**config.mk**
```make
export PLATFORM = sky130hd
export DESIGN_NAME = fetch_stage
export DESIGN_NICKNAME = d
export VERILOG_FILES = /design/src/rtl/fetch_pkg.sv /design/src/rtl/fetch_stage_if_id_reg.sv /design/src/rtl/fetch_stage.sv
export SDC_FILE = /design/constraint.sdc
export NUM_CORES = 1
export LEC_CHECK = 0
export ABC_AREA = 1
export CAP_MARGIN = 10
export CORE_ASPECT_RATIO = 1.4
export CORE_MARGIN = 2
export CORE_UTILIZATION = 48
export DETAILED_ROUTE_END_ITERATION = 8
export GPL_ROUTABILITY_DRIVEN = 0
export GPL_TIMING_DRIVEN = 0
export PLACE_DENSITY = 0.95
export SLEW_MARGIN = 20
export SYNTH_ARGS = -nofsm -noshare
export SYNTH_HDL_FRONTEND = slang
export SYNTH_SLANG_ARGS = --single-unit
export TNS_END_PERCENT = 20
```
**constraint.sdc**
```tcl
create_clock -name clk -period 3.8 [get_ports clk]
set_clock_uncertainty 0.15 [all_clocks]
set_input_delay 0.38 -clock clk [delete_from_list [all_inputs] [get_ports clk]]
set_output_delay 0.38 -clock clk [all_outputs]
set_load 0.01 [all_outputs]
```
**src/rtl/fetch_pkg.sv**
```systemverilog
// Shared types and constants for the instruction-fetch stage.
package fetch_pkg;

    localparam int unsigned XLEN    = 32;
    localparam int unsigned PC_STEP = 4;

    localparam logic [XLEN-1:0] NOP_INSTR = 32'h0;

    typedef enum logic {
        RUN   = 1'b0,
        FAULT = 1'b1
    } fetch_state_t;

    // IF/ID pipeline register payload.
    typedef struct packed {
        logic            valid;
        logic [XLEN-1:0] instr;
        logic [XLEN-1:0] pc;
        logic [XLEN-1:0] pc_plus4;
    } if_id_t;

    localparam if_id_t IF_ID_BUBBLE = '{
        valid:    1'b0,
        instr:    NOP_INSTR,
        pc:       '0,
        pc_plus4: '0
    };

    // Sequential successor of a PC; wraps modulo 2^32.
    function automatic logic [XLEN-1:0] pc_seq(input logic [XLEN-1:0] pc);
        return pc + XLEN'(PC_STEP);
    endfunction

endpackage

```
**src/rtl/fetch_stage_if_id_reg.sv**
```systemverilog
// IF/ID pipeline register: bubble outranks hold, hold outranks load.
module if_id_reg
    import fetch_pkg::*;
(
    input  logic   clk,
    input  logic   reset_i,
    input  logic   hold_i,
    input  logic   bubble_i,
    input  if_id_t load_i,
    output if_id_t q_o
);

    if_id_t q_q;

    // Capture new payload, insert bubble, or keep current contents.
    always_ff @(posedge clk) begin
        if (reset_i || bubble_i) begin
            q_q <= IF_ID_BUBBLE;
        end else if (!hold_i) begin
            q_q <= load_i;
        end
    end

    assign q_o = q_q;

endmodule

```
**src/rtl/fetch_stage.sv**
```systemverilog
// Instruction-fetch stage: PC register, next-PC selection, fault detection,
// RUN/FAULT state machine, fetch counter and the IF/ID register.
module fetch_stage
    import fetch_pkg::*;
#(
    parameter logic [31:0] RESET_PC   = 32'h0000_0000,
    parameter int unsigned IMEM_WORDS = 16
) (
    input  logic        clk,
    input  logic        reset,
    input  logic        stall,
    input  logic        flush,
    input  logic        branch_taken,
    input  logic [31:0] branch_target,
    input  logic        jump,
    input  logic [31:0] jump_target,
    output logic [31:0] pc,
    input  logic [31:0] instruction,
    output logic        if_id_valid,
    output logic [31:0] if_id_instr,
    output logic [31:0] if_id_pc,
    output logic [31:0] if_id_pc_plus4,
    output logic        fetch_fault,
    output logic [31:0] fetch_count
);

    // First byte address past the end of instruction memory.
    localparam logic [XLEN-1:0] PC_LIMIT = XLEN'(PC_STEP * IMEM_WORDS);

    fetch_state_t    state_q, state_d;
    logic [XLEN-1:0] pc_q, pc_d;
    logic            fault_q, fault_d;
    logic [XLEN-1:0] count_q, count_d;

    logic            redirect_c;
    logic [XLEN-1:0] redirect_pc_c;
    logic            pc_bad_c;
    logic [XLEN-1:0] pc_seq_c;
    logic            ifid_hold_c;
    logic            ifid_bubble_c;
    if_id_t          ifid_load_c;
    if_id_t          ifid_q;

    // Branch belongs to the older instruction, so it wins over jump.
    always_comb begin
        redirect_c    = branch_taken | jump;
        redirect_pc_c = branch_taken ? branch_target : jump_target;
        pc_bad_c      = (pc_q[1:0] != 2'b00) || (pc_q >= PC_LIMIT);
        pc_seq_c      = pc_seq(pc_q);
        ifid_load_c   = '{valid: 1'b1, instr: instruction, pc: pc_q, pc_plus4: pc_seq_c};
    end

    // Next-state, next-PC and IF/ID control selection.
    always_comb begin
        state_d       = state_q;
        pc_d          = pc_q;
        fault_d       = fault_q;
        count_d       = count_q;
        ifid_hold_c   = 1'b1;
        ifid_bubble_c = 1'b0;
        case (state_q)
            RUN: begin
                if (redirect_c) begin
                    pc_d          = redirect_pc_c;
                    ifid_bubble_c = 1'b1;
                end else if (pc_bad_c) begin
                    state_d       = FAULT;
                    fault_d       = 1'b1;
                    ifid_bubble_c = 1'b1;
                end else if (stall) begin
                    ifid_bubble_c = flush;
                end else if (flush) begin
                    pc_d          = pc_seq_c;
                    ifid_bubble_c = 1'b1;
                end else begin
                    pc_d          = pc_seq_c;
                    ifid_hold_c   = 1'b0;
                    count_d       = count_q + 32'd1;
                end
            end
            FAULT: begin
                ifid_bubble_c = 1'b1;
            end
            default: begin
                state_d = FAULT;
            end
        endcase
    end

    // State, PC, sticky fault flag and fetch counter registers.
    always_ff @(posedge clk) begin
        if (reset) begin
            state_q <= RUN;
            pc_q    <= RESET_PC;
            fault_q <= 1'b0;
            count_q <= '0;
        end else begin
            state_q <= state_d;
            pc_q    <= pc_d;
            fault_q <= fault_d;
            count_q <= count_d;
        end
    end

    if_id_reg u_if_id_reg (
        .clk      (clk),
        .reset_i  (reset),
        .hold_i   (ifid_hold_c),
        .bubble_i (ifid_bubble_c),
        .load_i   (ifid_load_c),
        .q_o      (ifid_q)
    );

    assign pc             = pc_q;
    assign if_id_valid    = ifid_q.valid;
    assign if_id_instr    = ifid_q.instr;
    assign if_id_pc       = ifid_q.pc;
    assign if_id_pc_plus4 = ifid_q.pc_plus4;
    assign fetch_fault    = fault_q;
    assign fetch_count    = count_q;

endmodule

```
# Word level (Yosys, flattened, before mapping)
# Index checks and enable logic that the tools add are counted.
[word_totals]
ff_bits = 163
input_bits = 102
out_inout_bits = 162
wordCells = 41
[classes]
addsub = 2
n_lt_le_gt_ge = 1
eq_ne = 2
mux = 16
bitwise = 6
reduce_logical = 6
[op_table]
columns = ["op", "n"]
rows = [
  ["$mux 32", 4],
  ["$add 32x1->32 const B", 1],
  ["$add 32x3->32 const B", 1],
  ["$ge 32x7->1 const B", 1],
  ["$mux 1", 11],
  ["$reduce_and 3->1", 2],
  ["$not 1->1", 5],
  ["$reduce_and 5->1", 1],
  ["$logic_or 1x1->1", 2],
  ["$ne 2x1->1 const B", 1],
  ["$ne 2x2->1 const B", 1],
  ["$pmux 1 s2", 1],
  ["$reduce_bool 2->1", 1],
  ["$or 1x1->1", 1],
]

# Depth between registers and ports, before layout
# Gate-level depths: netlist of run 1.
[logic_depth]
ltp_word = 6
mapped_depth = 10
mapped_depth_nobuf = 10

# Cells and area by module
# From an unflattened synthesis of run 1, not the netlist that was laid out.
[unflattened]
hier_cells = 1365
hier_area_um2 = 8558.2
[modules_own_cells]
columns = ["module", "n_inst", "cells_per_inst", "area_per_inst_um2"]
rows = [
  ["fetch_stage", 1, 750, 4601.9],
  ["if_id_reg", 1, 615, 3956.3],
]

# Least setup slack after synthesis of run 1
# OpenSTA, ideal clock, no wires.
[synth_timing]
path_type = "input -> register"
from = "in branch_taken"
to = "reg u_if_id_reg.q_q, in the netlist u_if_id_reg.q_o[21]"
setup_time_ns = 0.120
t_arrival_ns = 1.556
setup_slack_ns = 1.974
path_stages = 8
cell_sequence = "buf_2 -> inv_2 -> nand2_4 -> nor3_4 -> nand4_4 -> nor2_4 -> buf_2 -> nor3_1"
[synth_via]
elab_chain_len = 4
[synth_lines]
columns = ["element", "line", "text"]
rows = [
  ["start, declared", "fetch_stage.sv:13", "input logic branch_taken,"],
  ["$or 1x1->1 *", "fetch_stage.sv:46", "redirect_c = branch_taken | jump;"],
  ["$mux 1", "fetch_stage.sv:63", "if (redirect_c) begin"],
  ["$pmux 1 s2", "fetch_stage.sv:61", "case (state_q)"],
  ["$logic_or 1x1->1", "fetch_stage_if_id_reg.sv:17", "if (reset_i || bubble_i) begin"],
  ["end signal, assigned", "fetch_stage_if_id_reg.sv:20", "q_q <= load_i;"],
  ["end, declared", "fetch_stage_if_id_reg.sv:13", "if_id_t q_q;"],
]
# Mark *: on every way between the ends. The rest lies on a longest branch, timed or not.
# A chain may end at the register's enable or synchronous reset.

# Worst setup path in the final report of run 1
[layout_timing]
from = "reg pc_q[7], in the netlist pc[7]"
to = "reg u_if_id_reg.q_q, in the netlist u_if_id_reg.q_o[90]"
[layout_via]
elab_chain_len = 6
[layout_lines]
columns = ["element", "line", "text"]
rows = [
  ["start, declared", "fetch_stage.sv:31", "logic [XLEN-1:0] pc_q, pc_d;"],
  ["start signal, assigned", "fetch_stage.sv:99", "pc_q <= pc_d;"],
  ["$ge 32x7->1 *", "fetch_stage.sv:48", "pc_bad_c = (pc_q[1:0] != 2'b00) || (pc_q >= PC_LIMIT);"],
  ["$logic_or 1x1->1 *", "fetch_stage.sv:48", ""],
  ["$mux 1", "fetch_stage.sv:66", "end else if (pc_bad_c) begin"],
  ["$mux 1", "fetch_stage.sv:63", ""],
  ["$pmux 1 s2", "fetch_stage.sv:61", ""],
  ["$logic_or 1x1->1", "fetch_stage_if_id_reg.sv:17", ""],
]
# Marks and branches as above.

==> metrics.txt, run 1 <==
status=complete, no violations; pre-CTS setup slack=1.19 ns; Die W=108 um; final setup vio count=0; global-route wire length before repair=35400 um; worst reg2reg setup slack=1.52 ns; post-cts sizing count=0; critical path required time=3.93 ns; worst slew pin tran=0.616 ns; CTS tree=yes; area of the mapped netlist=between 7000 and 8000 um^2; setup TNS=0 ns; unrepaired setup endpoints after global routing=false; Crit-path slowest cell=dfxtp_1; Post-CTS Setup Bufs=0; Ant. Diodes=0; Initial Util=0.485; area of the multi-input gates=3480 um^2; power per cell area=approximately 380 nW/um^2; cells on worst reg2reg path=9; CTS Hold Buffers Added=0; first-pass iteration count of the detailed router=7; worst rel slew slack=0.589; Clock Sinks=161; Core ar.=approximately 15000 um^2; DR vias=~8000; Final Hold Fails=0; Die Y=roughly 150 um; CTS H-Tree Depth=4; nets@finish=between 1000 and 1500; post-synthesis sequential area ratio=0.447; FF-to-FF Start=pc[7]; drc violations=0; Total Routed Length=22800 um; Min-Delay Startpoint=reset; fmax=0.439 GHz; Yosys warnings=0; Die ar.=16000 um^2; number of cells after detailed placement=1486; CP cell instances=nor2_1, nand2_1, nor2_4, nand2_1, nor2_4, nand3_2, clkbuf_1, nor2_1, nor3_1; Hold EP=fetch_count[31]; Post-Syn Instances=1033; Syn Nets=1138; drt via density=5.21; max-slew violation count=0; placed wire-length estimate=around 17000 um; Critical Path Source Type=flip-flop; clock buffer count from CTS=17; max-cap violation count=0; area grow syn2layout=48.0%; Rows=53; initial antenna violation count=0; most frequent cells in the layout=266 x nor2_1, 261 x clkdlybuf4s50_1, 234 x nand2_1, 161 x dfxtp_1, 88 x nor3_1; CP peak stage delay=0.38 ns; grt total ovfl=0; Avg Cell Area, Syn=approximately 7.0 um^2; largest net degree at the start of global routing=18; Critical Path End Type=flip-flop; most common cell after layout, fill and taps aside=nor2_1; clock root cell=clkbuf_16; Max Buffers Root-to-Sink=2; final cell count without fillers=about 1500; Final Cycle Share=0.600; CP arrival=2.41 ns; I/O pin total=264; gr usage total=0.280; worst setup margin=1.52 ns; CP Class=reg -> reg; Pleak=4.21 nW; DRT iter0 DRCs=about 530; Max FO, Critical Path=10; post-synthesis cell type count=30; # fillers=1069; Worst-path clk slew=0.07 ns; Final ANT Viol Nets=0; wire per inst=between 15 and 20 um; Port-buffer cells=roughly 260; Synth Register Bits=161; layout cells sized above 1=0.0498; register area=3220 um^2; total chip power=0.00400 W; vias in the first global route=7460; Clk Latency, worst-skew pair=0.43 ns; Crit Reg-Reg Endpoint=u_if_id_reg.q_o[90]; worst vdd ir=around 0.00028 V; fin crit period=between 2 and 2.5 ns; hold path cells=2; Hold WC Path Type=in -> reg
critical path, delay by kind of cell, from the launching register on:
family | cells | cell delay (ns)
AND/OR/NAND/NOR | 8 | 1.24
flip-flops | 1 | 0.38
buffers and inverters | 1 | 0.36
sequential cells by signal, indices dropped and copies added (netlist names):
register	count
fetch_fault	1
u_if_id_reg.q_o	95
fetch_count	32
state_q	1
pc	32
kinds of logic after synthesis:
kind of cell    after synthesis  share of synthesized area
compound gates               71                     0.0630
xor+xnor                     17                     0.0206
fa+ha+maj                     3                    0.00521
buf+inv                     115                     0.0708
flops                       161                      0.447
simple gates                666                      0.393
area by class of cell:
cell class | instances | share of cell area
Buffer | 62 | 0.0292
Clock buffer | 17 | 0.0399
Clock inverter | 15 | 0.0175
Inverter | 53 | 0.0186
Multi-Input combinational cell | 757 | 0.326
Sequential cell | 161 | 0.302
Tap cell | 192 | 0.0225
Timing Repair Buffer | 261 | 0.245
layer usage:
metal  part of all wire  up-vias  global-route usage
met5                  0        -                   0
met4              0.050        0               0.164
met3              0.079       90              0.0795
met2               0.52      390               0.513
met1               0.35     3564               0.275
li1                   -     3864                   -
synthesized netlist by cell type:
cell | n | share of area
nand3_1 | 44 | 0.031
buf_2 | 6 | 0.0042
inv_1 | 51 | 0.027
a22oi_1 | 4 | 0.0042
clkbuf_1 | 40 | 0.021
buf_4 | 7 | 0.0073
a21oi_1 | 37 | 0.026
nor2_2 | 1 | 0.00087
nand4_1 | 6 | 0.0052
a31oi_1 | 1 | 0.00087
ha_1 | 3 | 0.0052
nor2_1 | 266 | 0.14
xor2_1 | 14 | 0.017
buf_6 | 6 | 0.0094
nor3_2 | 4 | 0.0056
nor3_4 | 1 | 0.0023
nor3_1 | 88 | 0.061
o211ai_1 | 2 | 0.0021
nand2_4 | 1 | 0.0016
buf_1 | 3 | 0.0016
nand2_1 | 234 | 0.12
o21ai_0 | 5 | 0.0035
nand3b_1 | 15 | 0.016
nand3_2 | 2 | 0.0028
a22o_1 | 22 | 0.027
xnor2_1 | 3 | 0.0036
dfxtp_1 | 161 | 0.45
inv_2 | 2 | 0.0010
nor2_4 | 3 | 0.0047
nand4_4 | 1 | 0.0029
how the worst max path moves through the flow:
stage / start / endpoint / slack [ns] / cells past startpoint
after detailed placement: stall / u_if_id_reg.q_o[86] / 1.19 / 6
after global routing: pc[7] / u_if_id_reg.q_o[80] / 1.33 / 9
after global placement: stall / u_if_id_reg.q_o[92] / 1.25 / 6
final: pc[7] / u_if_id_reg.q_o[90] / 1.52 / 9
after floorplan: branch_taken / u_if_id_reg.q_o[21] / 1.97 / 8
after CTS: pc[7] / u_if_id_reg.q_o[91] / 1.55 / 9
per-stage QoR:
stage	utilization	hold slack, ns	cell area [um^2]
after global placement	0.677	0.297	10100
after floorplan	-	0.326	7210
after detailed placement	0.677	0.308	10100
after global routing	0.719	0.192	10700
after CTS	0.719	0.155	10700
final	0.719	0.170	10700
power breakdown:
group / internal [W] / switching [W]
sequential: 0.00172 / 0.0000373
clock: 0.00100 / 0.000783
combinational: 0.000235 / 0.000223
Power figures use the tool's default switching activity.
==> inputs of run 2 (changes only) <==
- CORE_UTILIZATION: 48 -> 45
- PLACE_DENSITY: 0.95 -> 0.93
- clock period: 3.8 -> 2.15 ns (I/O delays scaled with it)
==> metrics.txt, run 2 (synthesized netlist as in run 1, its figures left out) <==
grt total ovfl=0; final setup vio count=0; max-cap violation count=0; Final Cycle Share=0.969; wire per inst=15.4 um; CP arrival=2.25 ns; M2 GR Usage=0.503; Critical Path Source Type=flip-flop; I/O pin total=264; Port-buffer cells=roughly 260; Die Y=between 150 and 200 um; status=complete, no violations; power per cell area=656 nW/um^2; clock buffer count from CTS=17; fmax=0.480 GHz; Die W=111 um; worst rel slew slack=0.622; Max FO, Critical Path=10; number of cells after detailed placement=1490; Hold WC Path Type=in -> reg; DRT iter0 DRCs=528; layout cells sized above 1=0.0655; Die ar.=17100 um^2; M3 GR Usage=0.0642; Max Buffers Root-to-Sink=2; Final ANT Viol Nets=0; first-pass iteration count of the detailed router=5; busiest grt layer=met2; Initial Util=0.462; gr usage total=0.265; drc violations=0; CTS Hold Buffers Added=0; most common cell after layout, fill and taps aside=nor2_1; critical path required time=2.31 ns; placed wire-length estimate=17700 um; setup TNS=0 ns; global-route wire length before repair=around 36000 um; Clock Sinks=161; max-slew violation count=0; Worst-path clk slew=0.08 ns; CTS tree=yes; Final Hold Fails=0; clock root cell=clkbuf_16; area grow syn2layout=49.3%; worst vdd ir=0.000482 V; DR vias=7933; Critical Path End Type=flip-flop; most frequent cells in the layout=265 x nor2_1, 261 x clkdlybuf4s50_1, 234 x nand2_1, 161 x dfxtp_1, 86 x nor3_1; nets@finish=~1400; initial antenna violation count=0; Pleak=4.26 nW; Ant. Diodes=0; area of the multi-input gates=3510 um^2; worst slew pin tran=0.567 ns; fin crit period=between 2 and 2.5 ns; CTS H-Tree Depth=4; met1 usage=0.255; # fillers=1232; vias in the first global route=7479; Rows=54; CP Class=reg -> reg; Largest register FFs=95; largest net degree at the start of global routing=19; Clk Latency, worst-skew pair=0.43 ns; unrepaired setup endpoints after global routing=true; Total Routed Length=approximately 24000 um; Core ar.=15600 um^2; drt via density=5.20; final cell count without fillers=1525; register area=3220 um^2
## run 2: area by class of cell
class	instances	area share
clock buffer	17	0.0395
tap	196	0.0228
clock inverter	15	0.0180
timing repair buffer	264	0.245
multi-input combinational	757	0.326
sequential	161	0.299
inverter	53	0.0185
buffer	62	0.0313
## run 2: metal layers
layer / share of wire / up-vias
met1: 0.35 / 3573
met4: 0.051 / 0
met5: 0 / -
met2: 0.52 / 392
li1: - / 3871
met3: 0.079 / 97
## run 2: worst max-delay path, stage by stage, from the launching register on
cell and delay [ns]:
dfxtp_1 0.38, nor2_1 0.13, nand2_1 0.11, nor2_4 0.18
nand2_1 0.12, nor2_4 0.21, nand3_4 0.18, clkbuf_4 0.26
nor2_1 0.19, nor3_1 0.06
## run 2: power breakdown
group          internal [W]  switching (W)
registers           0.00304      0.0000657
logic              0.000416       0.000399
clock network       0.00168        0.00146
total               0.00514        0.00192
## run 2: timing repair
action,CTS,global route
setup buffers,1,2
gates resized for setup,11,24
endpoints found under the setup margin,87,136
pin swaps,1,2
endpoints found under the hold margin,0,0
## run 2: worst paths after layout
check | from | end | slack (ns) | cells past startpoint
max | pc[7] | u_if_id_reg.q_o[92] | 0.07 | 9
min | reset | state_q | 0.01 | 2
max reg2reg | pc[7] | u_if_id_reg.q_o[92] | 0.07 | 9
min reg2reg | u_if_id_reg.q_o[2] | u_if_id_reg.q_o[2] | 0.32 | 2
## run 2: metrics by stage
stage | utilization | setup slack, ns | hold WS, ns | instance area [um^2] | power (W)
floorplan | - | 0.394 | 0.236 | 7210 | 0.00356
global placement | 0.645 | -0.305 | 0.301 | 10100 | 0.00396
detailed placement | 0.645 | -0.439 | 0.316 | 10100 | 0.00398
CTS | 0.687 | 0.000790 | 0.0157 | 10700 | 0.00707
global route | 0.690 | -0.0316 | 0.0470 | 10800 | 0.00730
finish | 0.690 | 0.0672 | 0.0119 | 10800 | 0.00707
==> patch 1 (flow settings as in run 2) <==
Make the reset (`reset`) asynchronous in one clocked block.
--- a/src/rtl/fetch_stage.sv
+++ b/src/rtl/fetch_stage.sv
@@ -89,5 +89,5 @@
 
     // State, PC, sticky fault flag and fetch counter registers.
-    always_ff @(posedge clk) begin
+    always_ff @(posedge clk or posedge reset) begin
         if (reset) begin
             state_q <= RUN;
Behaviour: differs if reset is asserted again (counterexample within 4 cycles, from zero or initial values and one cycle with reset high); with reset held inactive, the same outputs for 4 cycles.
==> patch 1 against run 2 <==
  * Synthesized area increased by 8.2%
  * Routed wire length is 3.7% higher
  * Sequential share of layout area up 1.2 points
  * Worst setup slack gained 0.040 ns
  * Sequential cell count stayed put
  * Final area rose by 6.4%
  * Core utilization decreased by 2.4 points
  * Critical endpoint is now u_if_id_reg.q_o[53]$_SDFFE_PP0N_
Power is not compared: it rests on default switching activity, and its combinational part moved more than twofold at a synthesized area within 25%.
==> patch 1: results (changes against run 2) <==
[critical_path]
r2r_setup_slack_ns=0.11  ; +0.04 ns
crit_end=u_if_id_reg.q_o[53]$_SDFFE_PP0N_
r2r_cells=10  ; +1
critPathLaunch=pc[7]$_DFFE_PP0P_
cpMaxStageDelayCell=dfrtp_1
max_stage_delay_ns=0.48  ; +0.10 ns
arrival_ns=2.19  ; -0.06 ns
crit_family=simple AND/OR/NAND/NOR gates

[global_route]
grt_max_degree=33  ; +14
antenna_found_initial=0  ; unchanged
grt_pass1_wl_um=39000  ; +7.8%
grt_util_all_layers_pct=26.6  ; +0.18 points
grt_pass1_vias=8070  ; +7.9%

[route]
routed_wl_um=24400  ; +3.7%
first_iter_violations=486  ; -8.0%
vias_per_cell=5.15  ; -1.1%
avgRoutedWirePerCell_um=15.3  ; -0.85%

[final_layout]
clkCellAreaFrac_pct=4.82  ; -0.93 points
fill_cells=1348  ; +9.4%
syn_to_final_growth_pct=46.8
nets=1451  ; +2.1%
regArea_um2=3570  ; +11%
final_layout_size_suffix_gt1_share_pct=10.4  ; +3.8 points
clkbuf_count=19  ; +2
inverters_excl_clock=77  ; +45%
nonClkBufAreaFrac_pct=26.8  ; -0.80 points
multi_input_cells=763  ; +0.79%
multi_input_area_um2=3670  ; +4.7%

[status]
status=completed

[synth]
syn-num-nets=1160  ; +1.9%
synth_top_area_share_pct=24.4  ; -20 points
synth_compound_area_share_pct=8.04  ; +1.7 points
synth_cell_types=38  ; +27%
synth_area_leaders=dfxtp_1 (24%), dfrtp_1 (21%), nand2_1 (14%)
synthXorXnorAreaFrac_pct=1.91  ; -0.16 points
async_flop_share_pct=41.0  ; +41 points
synthAdderAreaFrac_pct=0.481  ; -0.039 points
synthCells=1055  ; +2.1%
ys_seq_area_share_pct=45.6  ; +0.86 points
avgSynthCellArea_um2=7.39  ; +5.9%
yosys-top-cells-count=nand2_1 (294), nor2_1 (205), dfxtp_1 (95), inv_1 (73), dfrtp_1 (66)

[sta]
timing.hold.ws_ns=0.0643  ; +0.0523 ns
fin_crit_sh_pct=95.0  ; -1.9 points
worst_slew_pin_slew_ns=0.632  ; +0.0656 ns

[placed_design]
placed_area_um2=10800  ; +6.9%
dp.cells=1555  ; +4.4%
place_hpwl_um=18500  ; +4.2%
portBuffers=262  ; +0.38%
place_ws_ns=-0.174  ; +0.265 ns

[clocking]
clkTransAtPathRegs_ns=0.07
clock_path_buffers=2  ; unchanged

[patch 1: cell types whose count changed after synthesis, moves of 25 or more]
cell     delta
nand2_1    +60
a21oi_1    -34
nor3_1     -59
dfrtp_1    +66
dfxtp_1    -66
o21ai_0    +38
o21ai_1    +25
nor2_1     -61
[patch 1: power breakdown]
part           switching [W]  internal [W]  leakage, nW  total [W]
Sequential        0.00000364       0.00300         1.53    0.00301
Clock                0.00135       0.00153        0.271    0.00287
Combinational       0.000175      0.000225         3.17   0.000401
[patch 1: timing repair]
item | in CTS | in global routing
buffers inserted | 0 | 7
endpoints found under the hold margin | 11 | 0
pin swaps | 0 | 1
endpoints found under the setup margin | 84 | 122
hold buffers | 1 | 0
gates resized for setup | 5 | 33
[patch 1: layer usage]
metal | GRT usage (%) | up-vias | wire length [um]
met3 | 5.92 | 95 | 1430
li1 | - | 3950 | -
met5 | 0 | - | 0
met4 | 14.3 | 0 | 1170
met2 | 47.5 | 387 | 12800
met1 | 28.7 | 3775 | 8940
==> patch 2 (flow settings as in run 2) <==
Without the edit above. `IMEM_WORDS`: 16 -> 8.
--- a/src/rtl/fetch_stage.sv
+++ b/src/rtl/fetch_stage.sv
@@ -5,5 +5,5 @@
 #(
     parameter logic [31:0] RESET_PC   = 32'h0000_0000,
-    parameter int unsigned IMEM_WORDS = 16
+    parameter int unsigned IMEM_WORDS = 8
 ) (
     input  logic        clk,
Check against the original RTL: not equivalent (Yosys sat finds a counterexample within 4 cycles, from zero or initial values and one cycle with reset high).
==> patch 2 against run 2 <==
  * Synthesized cell count stayed put
  * Sequential cell count stayed put
  * Combinational power is 2% lower
  * Final cell count stayed put
  * Final area is 0.19% lower
  * Maximum frequency is 5.0% higher
  * Worst setup slack better by 0.098 ns
  * Power is 1.4% lower
  * Via count hardly changed
  * Synthesized area is 0.26% lower
  * Global-route usage is 0.10 points lower
  * Routed wire length is 1.6% lower
  * Critical path type unchanged
  * Largest cell class unchanged
  * Largest power group is now registers
==> patch 2: results (changes against run 2) <==
[status]
status=completed

[route]
dr.pass1.iters=7  ; +2
first_iter_violations=551  ; +4.4%
routed_wl_um=23200  ; -1.6%
vias_per_cell=5.21  ; about the same

[final_layout]
fill_cells=1271  ; +3.2%
nets=1421  ; unchanged
diodes=0  ; unchanged
final_layout_size_suffix_gt1_share_pct=5.94  ; -0.60 points
largest_reg_flops=95  ; unchanged
fin_util_pct=68.8  ; -0.13 points

[clocking]
cts_max_level=4  ; unchanged
clkTransAtPathRegs_ns=0.07
clock_path_buffers=2  ; unchanged
worstSkewPairLatency_ns=0.42
numCtsBuffers=17  ; unchanged
root_buffer=clkbuf_16

[synth]
ys_seq_area_share_pct=44.8  ; +0.12 points
synth_cell_types=26  ; -13%
synth_area_leaders=dfxtp_1 (45%), nor2_1 (12%), nand2_1 (12%)
synth_ff_type=dfxtp_1
yosys-top-cells-count=nor2_1 (238), nand2_1 (230), dfxtp_1 (161), nor3_1 (93), a21oi_1 (67)
async_flop_share_pct=0  ; unchanged
ys.warnings.count=0  ; unchanged
syn-num-nets=1138  ; unchanged

[critical_path]
arrival_ns=2.12  ; -0.13 ns
r2r_setup_slack_ns=0.17  ; +0.10 ns
worstSetupPathType=reg -> reg
cp_max_fo=10  ; unchanged

[global_route]
antenna_found_initial=0  ; unchanged
grt_max_degree=20  ; +1
grt_pass1_wl_um=36800  ; +1.5%
grt_pass1_vias=7696  ; +2.9%
grt_util_all_layers_pct=26.4  ; -0.10 points

[placed_design]
place_hpwl_um=17500  ; -1.2%
placed_area_um2=10000  ; -0.19%
place_ws_ns=-0.625  ; -0.186 ns
portBuffers=261  ; unchanged

[sta]
fmax_ghz=0.504  ; +5.0%
worst_slew_pin_slew_ns=0.652  ; +0.0856 ns
timing.hold.ws_ns=0.153  ; +0.141 ns

[power_and_ir_drop]
vdd_ir_drop_max_mv=0.498  ; +3.5%
power.leakage_nw=4.22  ; -1.0%

[hold_path]
min_path_type=in -> reg

[job]
maxCapViolations=0  ; unchanged

patch 2: power breakdown:
part | switching, W | internal, W | leakage [nW] | total, W
registers | 0.0000597 | 0.00304 | 1.31 | 0.00310
logic | 0.000386 | 0.000416 | 2.62 | 0.000803
clock network | 0.00147 | 0.00159 | 0.298 | 0.00306
total | 0.00192 | 0.00504 | 4.22 | 0.00696
patch 2: layer usage:
layer,up-vias,share of wire [%],GRT usage (%)
li1,3898,-,-
met1,3580,37,27.6
met2,374,52,50.0
met3,88,6.9,5.48
met4,0,4.7,12.2
met5,-,0,0
patch 2: kinds of logic (layout without fill, tap and decap cells):
kind of cell | after synthesis | in the layout | synth area share, %
compound gates | 100 | 100 | 8.32
simple gates | 632 | 632 | 37.1
xor+xnor | 17 | 17 | 2.07
fa+ha+maj | 3 | 3 | 0.522
flops | 161 | 161 | 44.8
buf+inv | 120 | 416 | 7.22
patch 2: path summary, 6_finish.rpt:
path                       startpoint                                to  cells after the start
min                      branch_taken               pc[31]$_SDFFE_PP0P_                      4
min reg2reg  fetch_fault$_SDFFE_PP0P_          fetch_fault$_SDFFE_PP0P_                      2
max                pc[5]$_SDFFE_PP0P_  u_if_id_reg.q_o[89]$_SDFFE_PP0N_                      9
max reg2reg        pc[5]$_SDFFE_PP0P_  u_if_id_reg.q_o[89]$_SDFFE_PP0N_                      9
patch 2: repair_timing:
item,in CTS,in global routing
endpoints found under the hold margin,2,0
setup buffers,1,1
gates resized for setup,4,34
hold buffers,1,0
endpoints found under the setup margin,100,150
pin swaps,1,1
patch 2: area by class of cell:
type,instances,area share (%)
Timing Repair Buffer,264,24.5
Sequential cell,161,30.0
Clock inverter,15,1.76
Clock buffer,17,3.96
Inverter,53,1.85
Buffer,67,3.25
Multi-Input combinational cell,752,32.3
Tap cell,196,2.28
patch 2: per-stage QoR:
step | setup TNS (ns) | cells
6_report | 0 | 1525
5_1_grt | -0.0357 | 1525
4_1_cts | 0 | 1524
3_5_place_dp | -57.45 | 1490
3_3_place_gp | -55.87 | 1490
2_1_floorplan | 0 | 1033
patch 2: worst max-delay path, cell delays in order, from the launching register on:
cell and delay [ns]:
dfxtp_1 0.38, nor2_1 0.14, nand3_1 0.11, inv_1 0.07, nand2_1 0.11, nor2_4 0.15
nand3_2 0.20, buf_1 0.31, nor2_1 0.17, nor3_1 0.06
